$ cat config.mk
export PLATFORM = sky130hd
export DESIGN_NAME = serial_subtractor
export DESIGN_NICKNAME = d
export VERILOG_FILES = /design/src/rtl/serial_sub_pkg.sv /design/src/rtl/fsc_bit.sv /design/src/rtl/serial_subtractor.sv
export SDC_FILE = /design/constraint.sdc
export NUM_CORES = 1
export LEC_CHECK = 0
export CORE_MARGIN = 1.5
export CORE_UTILIZATION = 45
export DETAILED_ROUTE_END_ITERATION = 12
export PLACE_DENSITY_LB_ADDON = 0.15
export SYNTH_ARGS = -nofsm -noshare
export SYNTH_HDL_FRONTEND = slang
export SYNTH_SLANG_ARGS = --single-unit
$ cat constraint.sdc
create_clock -name clk -period 1.4 [get_ports clk]
set_input_delay 0.21 -clock clk [delete_from_list [all_inputs] [get_ports clk]]
set_output_delay 0.21 -clock clk [all_outputs]
set_load 0.02 [all_outputs]
$ cat src/rtl/serial_sub_pkg.sv
// serial_sub_pkg: shared FSM states, default width and counter-width helper for serial_subtractor
package serial_sub_pkg;
  typedef enum logic [1:0] {IDLE, SHIFT, DONE} state_t;
  localparam int DEF_WIDTH = 8;
  function automatic int cnt_w(input int w);
    return (w > 1) ? $clog2(w) : 1;
  endfunction
endpackage

$ cat src/rtl/fsc_bit.sv
// fsc_bit: combinational one-bit full-subtractor cell, z = x - y - bi
module fsc_bit (
  input  logic bi,
  input  logic x,
  input  logic y,
  output logic z,
  output logic bo
);
  assign z  = x ^ y ^ bi;
  assign bo = (~x & y) | (~x & bi) | (y & bi);
endmodule

$ cat src/rtl/serial_subtractor.sv
// serial_subtractor: bit-serial x - y - bi, LSB first, with valid/ready handshakes; SERIAL_SUB_OVF_EN adds the ovf output
module serial_subtractor
  import serial_sub_pkg::*;
#(
  parameter int WIDTH = DEF_WIDTH
) (
  input  logic             clk,
  input  logic             rst_n,
  input  logic             in_valid,
  output logic             in_ready,
  input  logic [WIDTH-1:0] x,
  input  logic [WIDTH-1:0] y,
  input  logic             bi,
  output logic             out_valid,
  input  logic             out_ready,
  output logic [WIDTH-1:0] z,
  output logic             bo
`ifdef SERIAL_SUB_OVF_EN
  ,
  output logic             ovf
`endif
);
  localparam int CW = cnt_w(WIDTH);
  state_t           r_state;
  logic [WIDTH-1:0] r_x_sr, r_y_sr, r_z_sr;
  logic             r_brw;
  logic [CW-1:0]    r_cnt;
  logic             w_d, w_b, w_load, w_last;
  fsc_bit u_cell (
    .bi (r_brw),
    .x  (r_x_sr[0]),
    .y  (r_y_sr[0]),
    .z  (w_d),
    .bo (w_b)
  );
  assign in_ready  = (r_state == IDLE) | ((r_state == DONE) & out_ready);
  assign w_load    = in_valid & in_ready;
  assign w_last    = r_cnt == CW'(WIDTH - 1);
  assign out_valid = r_state == DONE;
  assign z         = r_z_sr;
  assign bo        = r_brw;
  // load operands on handshake, step the cell once per SHIFT cycle, release DONE on out_ready
  always_ff @(posedge clk or negedge rst_n)
    if (!rst_n) begin
      r_state <= IDLE;
      r_x_sr  <= '0;
      r_y_sr  <= '0;
      r_z_sr  <= '0;
      r_brw   <= 1'b0;
      r_cnt   <= '0;
    end else if (w_load) begin
      r_state <= SHIFT;
      r_x_sr  <= x;
      r_y_sr  <= y;
      r_brw   <= bi;
      r_cnt   <= '0;
    end else if (r_state == SHIFT) begin
      r_x_sr  <= r_x_sr >> 1;
      r_y_sr  <= r_y_sr >> 1;
      r_z_sr  <= {w_d, r_z_sr[WIDTH-1:1]};
      r_brw   <= w_b;
      r_cnt   <= w_last ? '0 : r_cnt + CW'(1);
      r_state <= w_last ? DONE : SHIFT;
    end else if (r_state == DONE && out_ready)
      r_state <= IDLE;
    else if (r_state != IDLE && r_state != DONE)
      r_state <= IDLE;
`ifdef SERIAL_SUB_OVF_EN
  logic r_brw_msb;
  // borrow into the MSB, captured on the final shift step, gives signed overflow against the final borrow
  always_ff @(posedge clk or negedge rst_n)
    if (!rst_n)
      r_brw_msb <= 1'b0;
    else if (r_state == SHIFT && w_last && !w_load)
      r_brw_msb <= r_brw;
  assign ovf = r_brw_msb ^ r_brw;
`endif
endmodule
After elaboration in Yosys (flattened, before gate mapping)

Cells that the tools add are included.

Add/subtract/negate cells: 1
Reductions and logical operators: 7
Eq/ne operators: 4
Bitwise logic cells: 12
Mux-type cells: 14

Operator list:

| operator                                                         | number |
|---|---|
| 8-bit 2-to-1 mux                                                 | 4 |
| 2-bit 2-to-1 mux                                                 | 5 |
| 3-bit 2-to-1 mux                                                 | 3 |
| 1-bit bitwise AND                                                | 5 |
| 2-bit nonzero test                                               | 2 |
| 4-bit nonzero test                                               | 1 |
| 3-bit by 1-bit adder with 3-bit output (second input constant)   | 1 |
| 3-bit == test (second input constant)                            | 1 |
| 1-bit bitwise OR                                                 | 3 |
| 2-bit by 1-bit == test with 1-bit output (second input constant) | 1 |
| 2-bit == test (second input constant)                            | 1 |
| 1-bit logical AND                                                | 2 |
| 2-bit zero test                                                  | 1 |
| 1-bit 2-to-1 mux                                                 | 2 |
| 2-bit != test (second input constant)                            | 1 |
| 1-bit inverter                                                   | 2 |
| 2-bit AND reduction                                              | 1 |
| 1-bit XOR                                                        | 2 |

Input port bits: 21
Bits in registers: 30

Longest topological paths before layout

Gate-level depths: netlist of the first run.

Word-level depth: 6
Depth in mapped cells: 5
Mapped depth without buffers: 4

Hierarchy

From an unflattened synthesis of the first run, not the netlist that was laid out.

Cells, all modules: 100
Area total of the unflattened synthesis: 1517.7 sq um

By module, submodules not included:

| module            | times used | sequential area each (sq um) | area each (sq um) | cells an instance |
|---|---|---|---|---|
| serial_subtractor | 1          | 750.7                        | 1490.2            | 97 |
| fsc_bit           | 1          | 0.0                          | 27.5              | 3 |

Least setup slack after synthesis of the first run

OpenSTA, ideal clock, no wires.

Path kind: register to register
Start point: reg r_brw (netlist: bo)
End point: reg r_brw (netlist: bo)
Cell stages (with the launch flop): 4
Arrival time: 1.396 ns
Slack: -0.121 ns
Clock period less this slack: 1.521 ns
Library setup time: 0.125 ns
Data required time: 1.275 ns
Cells stage by stage: dfrtp_1 > fa_1 > mux2_4 > mux2_2

Word-level cells in the longest chain between the ends: 5
Elaborated cells on any way between the ends: 6

RTL lines:

| element                  | line                    | text |
|---|---|---|
| start: declaration       | serial_subtractor.sv:26 | `logic r_brw;` |
| start signal: assignment | serial_subtractor.sv:55 | `r_brw <= bi;` |
| start signal: assignment | serial_subtractor.sv:61 | `r_brw <= w_b;` |
| 1-bit bitwise AND        | fsc_bit.sv:10           | `assign bo = (~x & y) \| (~x & bi) \| (y & bi);` |
| 1-bit bitwise OR         | fsc_bit.sv:10           |  |
| 1-bit bitwise OR *       | fsc_bit.sv:10           |  |
| 1-bit 2-to-1 mux *       | serial_subtractor.sv:57 | `end else if (r_state == SHIFT) begin` |
| 1-bit 2-to-1 mux *       | serial_subtractor.sv:51 | `end else if (w_load) begin` |

Mark *: on every way between the ends. The rest lies on a longest branch, timed or not. The select of a mux whose other input is x is not followed.
A chain may end at the register's enable or synchronous reset.

Worst setup path after layout of the first run

Ends and elaborated chain as after synthesis.

==> impl_metrics.py, run 1 <==
metrics = {
    "grt": {
        "grt_overflow_total": 0,
        "grt_use_total_pct": 17.5,
        "grt_max_degree": 31,
        "grt_pass1_wl_um": 4590,
        "antenna_found_initial": 0,
        "grt_pass1_vias": 975,
    },
    "sta": {
        "fmax_mhz": 694,
        "final.setup.worst_slack_ps": -40.5,
        "fin_crit_sh_pct": 103,
        "worst_slew_pin_slew_ps": 233,
        "rsz0062_at_grt": "yes",
        "slew_viol_final": 0,
        "fin_worst_skew_ps": 9.34,
        "relSlewSlack_pct": 84.5,
        "setup_viol": 7,
        "fin_setup_tns_ps": -203,
        "finalCriticalPeriod_ps": 1440,
        "hold_viol": 0,
    },
    "power": {
        "peakVddDrop_mv": 0.850,
        "p_per_area_mw_per_mm2": 2170,
        "leakagePower_nw": 1.06,
    },
    "routing": {
        "postRouteWirelength_um": 2930,
        "wl_per_cell_um": 14.2,
        "dr.pass1.iters": 4,
        "route.vias.total": 978,
        "via_per_inst": 4.75,
        "drc_errors": 0,
        "ant_nets": 0,
        "drt_iter0_markers": 50,
    },
    "die": {
        "rows": 20,
        "initial_core_util_pct": 48.3,
        "ios": 32,
        "die_y_um": 61.0,
        "fp.dieArea_mm2": 0.00372,
        "core_area_mm2": 0.00313,
        "die_w_um": 61.0,
    },
    "logic_synthesis": {
        "synth_cells": 116,
        "synth_ff_type": "dfrtp_1",
        "syn-cell-area_mm2": 0.00151,
        "ys_ff_latch": 30,
        "synth.top_cell.area_share_pct": 49.7,
        "async_flop_share_pct": 100,
        "synthTopCellsByArea": "dfrtp_1 (50%), mux2_4 (22%), nand2_1 (6.7%)",
        "synth_edf_count": 0,
        "ys_types": 22,
        "yosysSeqAreaShare_pct": 49.7,
        "synth_common_cells": "dfrtp_1 (30), nand2_1 (27), mux2_4 (22), mux2_2 (8), inv_1 (5)",
        "synth_nets": 140,
        "yosys.area.top_type": "dfrtp_1",
        "syn_area_per_cell_um2": 13.0,
        "yosysMostFrequentCell": "dfrtp_1",
        "yosys_warnings": 0,
    },
    "critical_path": {
        "cp_common_cell": "mux2_4",
        "cp_cell_sequence": "fa_2 > mux2_4 > mux2_4",
        "critPathBufInv": 0,
        "critPathTopFamily": "multiplexers",
        "worstReg2RegEnd": "bo$_DFFE_PN0P_",
        "critPathLaunchType": "flop",
        "path_class": "reg -> reg",
        "critPathSlowestCell": "dfrtp_2",
        "critPathRequiredTime_ps": 1610,
        "reg2regPathDepth": 3,
        "r2r_slack_ps": -40,
        "worstPathMaxFanout": 3,
        "rr_startpoint": "bo$_DFFE_PN0P_",
        "end_kind": "flop",
        "cp.arrival_ps": 1650,
        "slowest_delay_ps": 430,
    },
    "placed_design": {
        "placed_cells": 193,
        "port_buffers": 31,
        "gp_congestion": 0.733,
        "dpl.hpwl_um": 1910,
    },
    "job": {
        "max_cap_viol_count": 0,
    },
    "cells_and_area": {
        "fill_cells": 254,
        "drive_gt1_share_pct": 38.3,
        "final_nets": 185,
        "n_antenna_cell": 0,
        "syn2layout_area_growth_pct": 34.9,
        "finalNonFillerCells": 206,
    },
    "clock_tree": {
        "cts_buffers": 5,
        "h-tree-depth": 2,
        "path_clk_slew_ps": 100,
        "clk_latency_ps": 330,
        "cts_tree": "built",
        "cts.sinks": 30,
        "cts_max_path_buffers": 2,
        "ctsRootBufferMaster": "clkbuf_4",
        "cts.hold.buffers_added": 0,
    },
    "min_path": {
        "hold_path_class": "in -> async",
    },
    "outcome": {
        "violations": "setup timing",
        "status": "finished, violations left",
    },
}
==> area by class of cell <==
class	instances	area (um^2)	area share, %
Tap cell	44	55.1	2.70
Timing Repair Buffer	42	403	19.8
Sequential cell	30	754	37.0
Inverter	5	18.8	0.921
Clock buffer	7	55.1	2.70
Multi-Input combinational cell	77	747	36.6
Clock inverter	1	5.00	0.246
==> worst max-delay path by stage <==
stage                           start                     to  slack (ps)  depth (start not counted)
3_5_place_dp                out_ready               in_ready        -280                          4
2_1_floorplan          bo$_DFFE_PN0P_         bo$_DFFE_PN0P_          -5                          3
6_report               bo$_DFFE_PN0P_         bo$_DFFE_PN0P_         -40                          3
3_3_place_gp                out_ready               in_ready        -260                          4
4_1_cts        r_state[1]$_DFFE_PN0P_   r_cnt[0]$_DFFE_PN0P_         -90                          4
5_1_grt        r_state[1]$_DFFE_PN0P_  r_x_sr[3]$_DFFE_PN0P_         -80                          4
==> cell usage in the layout (no fill, tap or decap), drive strengths merged <==
master	netlist	routed
mux2i	2	2
or3	1	1
inv	5	5
a21boi	2	2
dfrtp	30	30
nand2b	1	3
a211o	1	1
clkinv	0	1
dlygate4sd2	0	9
a22o	1	1
fa	1	1
nor2b	2	2
clkdlybuf4s50	0	20
buf	6	13
clkbuf	0	7
ha	2	2
a21oi	1	1
o21ai	2	2
mux2	30	30
nor3b	1	1
nand2	27	27
a31o	1	1
==> routing by layer <==
layer,up-vias,global-route usage [%],routed length [um]
li1,480,-,-
met1,468,22.8,1370
met2,23,26.7,1390
met3,7,5.12,118
met4,0,8.39,53
met5,-,0,0
==> cells by family after synthesis <==
| family | after synthesis | share of synthesized area (%) |
|---|---|---|
| mux | 32 | 29.1 |
| simple gates | 32 | 9.85 |
| flops | 30 | 49.7 |
| buf+inv | 11 | 4.64 |
| compound gates | 8 | 3.72 |
| fa+ha+maj | 3 | 2.98 |
==> flip-flops by register name, indices dropped and copies added, names as in the netlist <==
name     count
r_x_sr       8
r_y_sr       8
z            8
r_cnt        3
r_state      2
bo           1
==> through the flow <==
stage          total power [W]  area [um^2]  util [%]  setup slack [ps]  hold WS [ps]
2_1_floorplan          0.00319         1520         -             -5.29         -85.6
3_3_place_gp           0.00368         1920      61.3              -264           459
3_5_place_dp           0.00377         1920      61.3              -278           476
4_1_cts                0.00430         1990      63.5             -85.5           233
5_1_grt                0.00476         2040      65.2             -80.9           244
6_report               0.00443         2040      65.2             -40.5           242
==> timing repair <==
action	4_1_cts	5_1_grt
gates resized for setup	22	10
hold endpoints to repair	0	0
pin swaps	1	2
setup endpoints to repair	26	17
setup buffers	1	2
cloned	0	2
==> where the power goes <==
group	internal (W)	switching [W]	total, W
Combinational	0.00142	0.000906	0.00232
Sequential	0.00126	0.000305	0.00157
Clock	0.000243	0.000292	0.000535
Total	0.00292	0.00150	0.00443
Power figures use the tool's default switching activity.
==> run 2: changes to the inputs <==
Settings changed: CELL_PAD_IN_SITES_DETAIL_PLACEMENT set to 0, CELL_PAD_IN_SITES_GLOBAL_PLACEMENT set to 1, CORE_UTILIZATION 45 to 36, HOLD_SLACK_MARGIN set to 0.15.
==> run 2 against run 1 <==
Net effect: sequential power is 3% lower; die area increased by 24%; global-route usage fell by 2.7 points; count of clock-buffer cells in the layout did not move; sequential share of layout area down 0.45 points; via count is 1.9% higher; the run still ends with setup timing left; register-to-register slack barely moved; first-iteration DRC count shrank 64%; final cell count increased by 2.9%.
==> impl_metrics.py, run 2 (synthesis results as in run 1) <==
metrics = {
    "power": {
        "swShare_pct": 32.6,
        "p_sw_w": 0.00147,
        "leakagePower_nw": 1.06,
        "p_int_w": 0.00303,
        "p_seq_share_pct": 34.0,
        "peakVddDrop_mv": 0.790,
        "p_per_area_mw_per_mm2": 2180,
        "pwr-share-comb_pct": 51.7,
        "p_clk_share_pct": 14.3,
    },
    "critical_path": {
        "end_kind": "flop",
        "critPathSlowestCell": "dfrtp_2",
        "critPathBufInv": 0,
        "critPathTopFamily": "multiplexers",
        "reg2regPathDepth": 3,
        "crit_start": "bo$_DFFE_PN0P_",
        "worstPathMaxFanout": 2,
        "path_class": "reg -> reg",
        "cp.arrival_ps": 1580,
        "critPathRequiredTime_ps": 1560,
        "cp_common_cell": "mux2_4",
        "cp-endpoint": "bo$_DFFE_PN0P_",
        "worstReg2RegEnd": "bo$_DFFE_PN0P_",
        "rr_startpoint": "bo$_DFFE_PN0P_",
        "slowest_delay_ps": 420,
        "critPathLaunchType": "flop",
        "cp_cell_sequence": "fa_2 > mux2_4 > mux2_4",
        "worstSetupPathDepth": 3,
        "r2r_slack_ps": -30,
    },
    "routing": {
        "wl_per_cell_um": 13.4,
        "drt_iter0_markers": 18,
        "ant_nets": 0,
        "drc_errors": 0,
        "postRouteWirelength_um": 2840,
        "route.vias.total": 997,
        "via_per_inst": 4.70,
        "dr.pass1.iters": 2,
    },
    "cells_and_area": {
        "drive_gt1_share_pct": 38.3,
        "n_antenna_cell": 0,
        "final_nets": 186,
        "final_area_mm2": 0.00206,
        "syn2layout_area_growth_pct": 36.5,
        "finalNonFillerCells": 212,
        "layout_common_cells": "nand2_1 (27), dfrtp_1 (27), mux2_4 (26)",
    },
    "clock_tree": {
        "path_clk_slew_ps": 60,
        "cts.sinks": 30,
        "cts_buffers": 5,
        "ctsRootBufferMaster": "clkbuf_8",
        "clk_latency_ps": 270,
        "h-tree-depth": 2,
        "cts_tree": "built",
        "cts_max_path_buffers": 2,
    },
    "sta": {
        "fmax_mhz": 701,
        "hold_viol": 0,
        "rsz0062_at_grt": "yes",
        "final.setup.worst_slack_ps": -26.7,
        "finalCriticalPeriod_ps": 1430,
        "slew_viol_final": 0,
        "worst_slew_pin_slew_ps": 221,
        "fin_crit_sh_pct": 102,
        "relSlewSlack_pct": 85.3,
        "fin_worst_skew_ps": 3.34,
        "setup_viol": 3,
    },
    "placed_design": {
        "gp_congestion": 0.695,
        "dpl.hpwl_um": 1930,
        "place_area_mm2": 0.00194,
        "placed_cells": 201,
        "port_buffers": 31,
        "pre_cts_ws_ps": -324,
    },
    "grt": {
        "use_met3_pct": 5.83,
        "grt_use_met1_pct": 18.6,
        "grt_pass1_wl_um": 4730,
        "grt_overflow_total": 0,
        "grt-busiest-layer": "met2",
        "grt_pass1_vias": 983,
        "grt_max_degree": 31,
        "met2_usage_pct": 22.5,
        "grt_use_total_pct": 14.7,
        "antenna_found_initial": 0,
    },
    "die": {
        "fp.dieArea_mm2": 0.00460,
        "ios": 32,
        "core_area_mm2": 0.00403,
        "die_y_um": 67.8,
        "initial_core_util_pct": 37.5,
        "die_w_um": 67.8,
        "rows": 23,
    },
    "outcome": {
        "status": "finished, violations left",
        "violations": "setup timing",
    },
    "job": {
        "max_cap_viol_count": 0,
    },
    "min_path": {
        "hold_path_class": "in -> async",
    },
}
-- run 2: worst reg2reg max path, cell delays in order (launching register included) --
cell     delay, ps
dfrtp_2        420
fa_2           370
mux2_4         270
mux2_4         260
-- run 2: per-stage QoR --
step	total power, W	util (%)	setup TNS (ps)	hold slack, ps
after floorplan	0.00319	-	-5.29	-85.6
after global placement	0.00374	48.2	-4740	465
after detailed placement	0.00382	48.2	-4680	466
after CTS	0.00453	50.8	-207	292
after global routing	0.00486	51.2	-364	295
final	0.00450	51.2	-44.1	293
-- run 2: worst min-delay path by stage --
stage                            endpoint  slack [ps]  cells past startpoint
floorplan                  bo$_DFFE_PN0P_         -90                      0
global placement         z[0]$_DFFE_PN0P_         470                      2
detailed placement       z[0]$_DFFE_PN0P_         470                      2
CTS                 r_y_sr[0]$_DFFE_PN0P_         290                      2
global route             z[7]$_DFFE_PN0P_         290                      2
finish                     bo$_DFFE_PN0P_         290                      2
-- run 2: cell type report --
cell class / instances / area, um^2
Inverter: 5 / 18.8
Tap cell: 50 / 62.6
Multi-Input combinational cell: 76 / 732
Fill cell: 380 / 1970
Clock buffer: 7 / 76.3
Timing Repair Buffer: 44 / 419
Sequential cell: 30 / 754
-- run 2: power groups by stage --
stage / Clock (W) / Sequential (W) / Combinational (W)
CTS: 0.000671 / 0.00153 / 0.00233
floorplan: 0 / 0.00162 / 0.00157
global placement: 0 / 0.00152 / 0.00222
finish: 0.000642 / 0.00153 / 0.00233
detailed placement: 0 / 0.00153 / 0.00228
global route: 0.000724 / 0.00159 / 0.00255
-- run 2: per-layer routing --
metal,part of all wire [%],vias to the layer above
met4,0.95,0
met3,5.4,4
met5,0,-
met2,49,25
met1,45,485
li1,-,483
-- run 2: what timing repair did --
item                                    CTS  global route
pin swaps                                 1             1
resized for setup                        22             8
gates cloned                              1             0
hold buffers                              0             0
setup buffers                             3             0
endpoints found under the setup margin   27            18
==> run 3: changes to the inputs <==
Settings changed: GPL_TIMING_DRIVEN set to 1, PLACE_DENSITY_LB_ADDON 0.15 to 0.1.
==> run 3 against run 2 <==
Net effect: setup slack lost 29 ps; largest cell class unchanged; the flow still finishes with violations (setup timing); die area is the same; sequential share of layout area shrank 1.2 points; worst hold slack lost 10 ps; first-iteration DRC count grew 50%; sequential power is essentially flat; non-clock buffer count grew 3; clock power grew 11%; via count grew 0.40%; utilization grew 1.7 points.
==> impl_metrics.py, run 3 (synthesis results as in run 1) <==
metrics = {
    "outcome": {
        "status": "finished, violations left",
        "violations": "setup timing",
    },
    "placed_design": {
        "port_buffers": 31,
        "place_area_mm2": 0.00199,
        "dpl.hpwl_um": 2050,
        "pre_cts_ws_ps": -295,
        "gp_congestion": 0.722,
    },
    "die": {
        "die_w_um": 67.8,
        "rows": 23,
        "die_y_um": 67.8,
        "initial_core_util_pct": 37.5,
        "ios": 32,
        "fp.dieArea_mm2": 0.00460,
        "core_area_mm2": 0.00403,
    },
    "cells_and_area": {
        "layout_commonest_cell": "dfrtp_1",
        "final_nets": 188,
        "n_antenna_cell": 0,
        "syn2layout_area_growth_pct": 41.0,
        "final_area_mm2": 0.00213,
        "drive_gt1_share_pct": 40.6,
        "layout_common_cells": "dfrtp_1 (28), nand2_1 (27), mux2_4 (25)",
    },
    "sta": {
        "finalCriticalPeriod_ps": 1460,
        "fin_worst_skew_ps": 6.18,
        "slew_viol_final": 0,
        "hold_viol": 0,
        "final.setup.worst_slack_ps": -55.5,
        "fmax_mhz": 687,
        "worst_slew_pin_slew_ps": 216,
        "relSlewSlack_pct": 85.6,
        "rsz0062_at_grt": "yes",
        "fin_crit_sh_pct": 104,
        "setup_viol": 15,
    },
    "critical_path": {
        "end_kind": "flop",
        "critPathLaunchType": "flop",
        "worstSetupPathDepth": 4,
        "critPathSlowestCell": "dfrtp_1",
        "cp.arrival_ps": 1620,
        "cp_cell_sequence": "buf_4 > a211o_1 > buf_12 > mux2_4",
        "critPathTopFamily": "flip-flops",
        "reg2regPathDepth": 4,
        "critPathBufInv": 2,
        "path_class": "reg -> reg",
        "slowest_delay_ps": 410,
        "worstPathMaxFanout": 21,
        "critPathRequiredTime_ps": 1570,
    },
    "grt": {
        "grt_overflow_total": 0,
        "grt_pass1_wl_um": 4670,
        "grt_max_degree": 31,
        "grt_use_total_pct": 14.6,
        "antenna_found_initial": 0,
        "grt_pass1_vias": 989,
    },
    "routing": {
        "wl_per_cell_um": 13.6,
        "via_per_inst": 4.66,
        "ant_nets": 0,
        "dr.pass1.iters": 3,
        "drt_iter0_markers": 27,
        "postRouteWirelength_um": 2930,
        "route.vias.total": 1001,
        "drc_errors": 0,
    },
    "power": {
        "p_total_w": 0.00473,
        "leakagePower_nw": 1.08,
        "peakVddDrop_mv": 0.704,
        "p_per_area_mw_per_mm2": 2220,
    },
    "clock_tree": {
        "cts_max_path_buffers": 2,
        "ctsRootBufferMaster": "clkbuf_8",
        "cts_tree": "built",
        "cts_buffers": 5,
        "cts.sinks": 30,
        "cts.hold.buffers_added": 0,
        "h-tree-depth": 2,
        "path_clk_slew_ps": 60,
        "clk_latency_ps": 280,
    },
    "min_path": {
        "hold_path_class": "in -> async",
    },
    "job": {
        "max_cap_viol_count": 0,
    },
}
[run 3: changes by cell type in the layout (fill, tap and decap cells not counted), sizes merged]
cell and change:
buf +3, clkinv +1, nand2b -1
[run 3: layout make-up]
| class | count | area, um^2 |
|---|---|---|
| Clock inverter | 1 | 5.00 |
| Sequential cell | 30 | 753 |
| Timing Repair Buffer | 47 | 474 |
| Clock buffer | 7 | 86.3 |
| Tap cell | 50 | 62.6 |
| Fill cell | 368 | 1900 |
| Inverter | 5 | 18.8 |
| Multi-Input combinational cell | 75 | 731 |
[run 3: per-layer routing]
layer,share of wire [%],vias up,GRT usage (%)
li1,-,487,-
met1,44,484,16.4
met2,49,24,24.0
met3,5.3,6,5.00
met4,2.3,0,8.25
met5,0,-,0
[run 3: where the power goes]
group	leakage, nW	internal [W]	switching [W]
Combinational	0.655	0.00155	0.000925
Clock	0.0482	0.000396	0.000315
Sequential	0.375	0.00127	0.000282
Total	1.08	0.00321	0.00152
[run 3: path summary, 6_finish.rpt]
kind	slack, ps	startpoint	end
setup / recovery	-60	r_state[1]$_DFFE_PN0P_	r_y_sr[1]$_DFFE_PN0P_
hold / removal	280	rst_n	z[5]$_DFFE_PN0P_
setup reg to reg	-60	r_state[1]$_DFFE_PN0P_	r_y_sr[1]$_DFFE_PN0P_
hold reg to reg	490	z[2]$_DFFE_PN0P_	z[1]$_DFFE_PN0P_
max in group asynchronous	930	rst_n	bo$_DFFE_PN0P_
min in group clk	460	x[7]	r_x_sr[7]$_DFFE_PN0P_
[run 3: what timing repair did]
action                     in CTS  in global routing
setup endpoints to repair      27                 18
setup buffers                   3                  0
pin swaps                       2                  2
gates resized for setup        24                  8
[run 3: per-stage QoR]
stage / instances / utilization, % / hold slack, ps / TNS, ps
3_5_place_dp: 204 / 49.3 / 485 / -5080
3_3_place_gp: 204 / 49.3 / 460 / -4330
6_report: 215 / 52.9 / 283 / -676
5_1_grt: 215 / 52.9 / 290 / -1410
4_1_cts: 215 / 52.3 / 285 / -692
2_1_floorplan: 116 / - / -85.6 / -5.29
[run 3: worst reg2reg max path, stage by stage (launching register included)]
cell	delay, ps
dfrtp_1	410
buf_4	150
a211o_1	280
buf_12	180
mux2_4	310
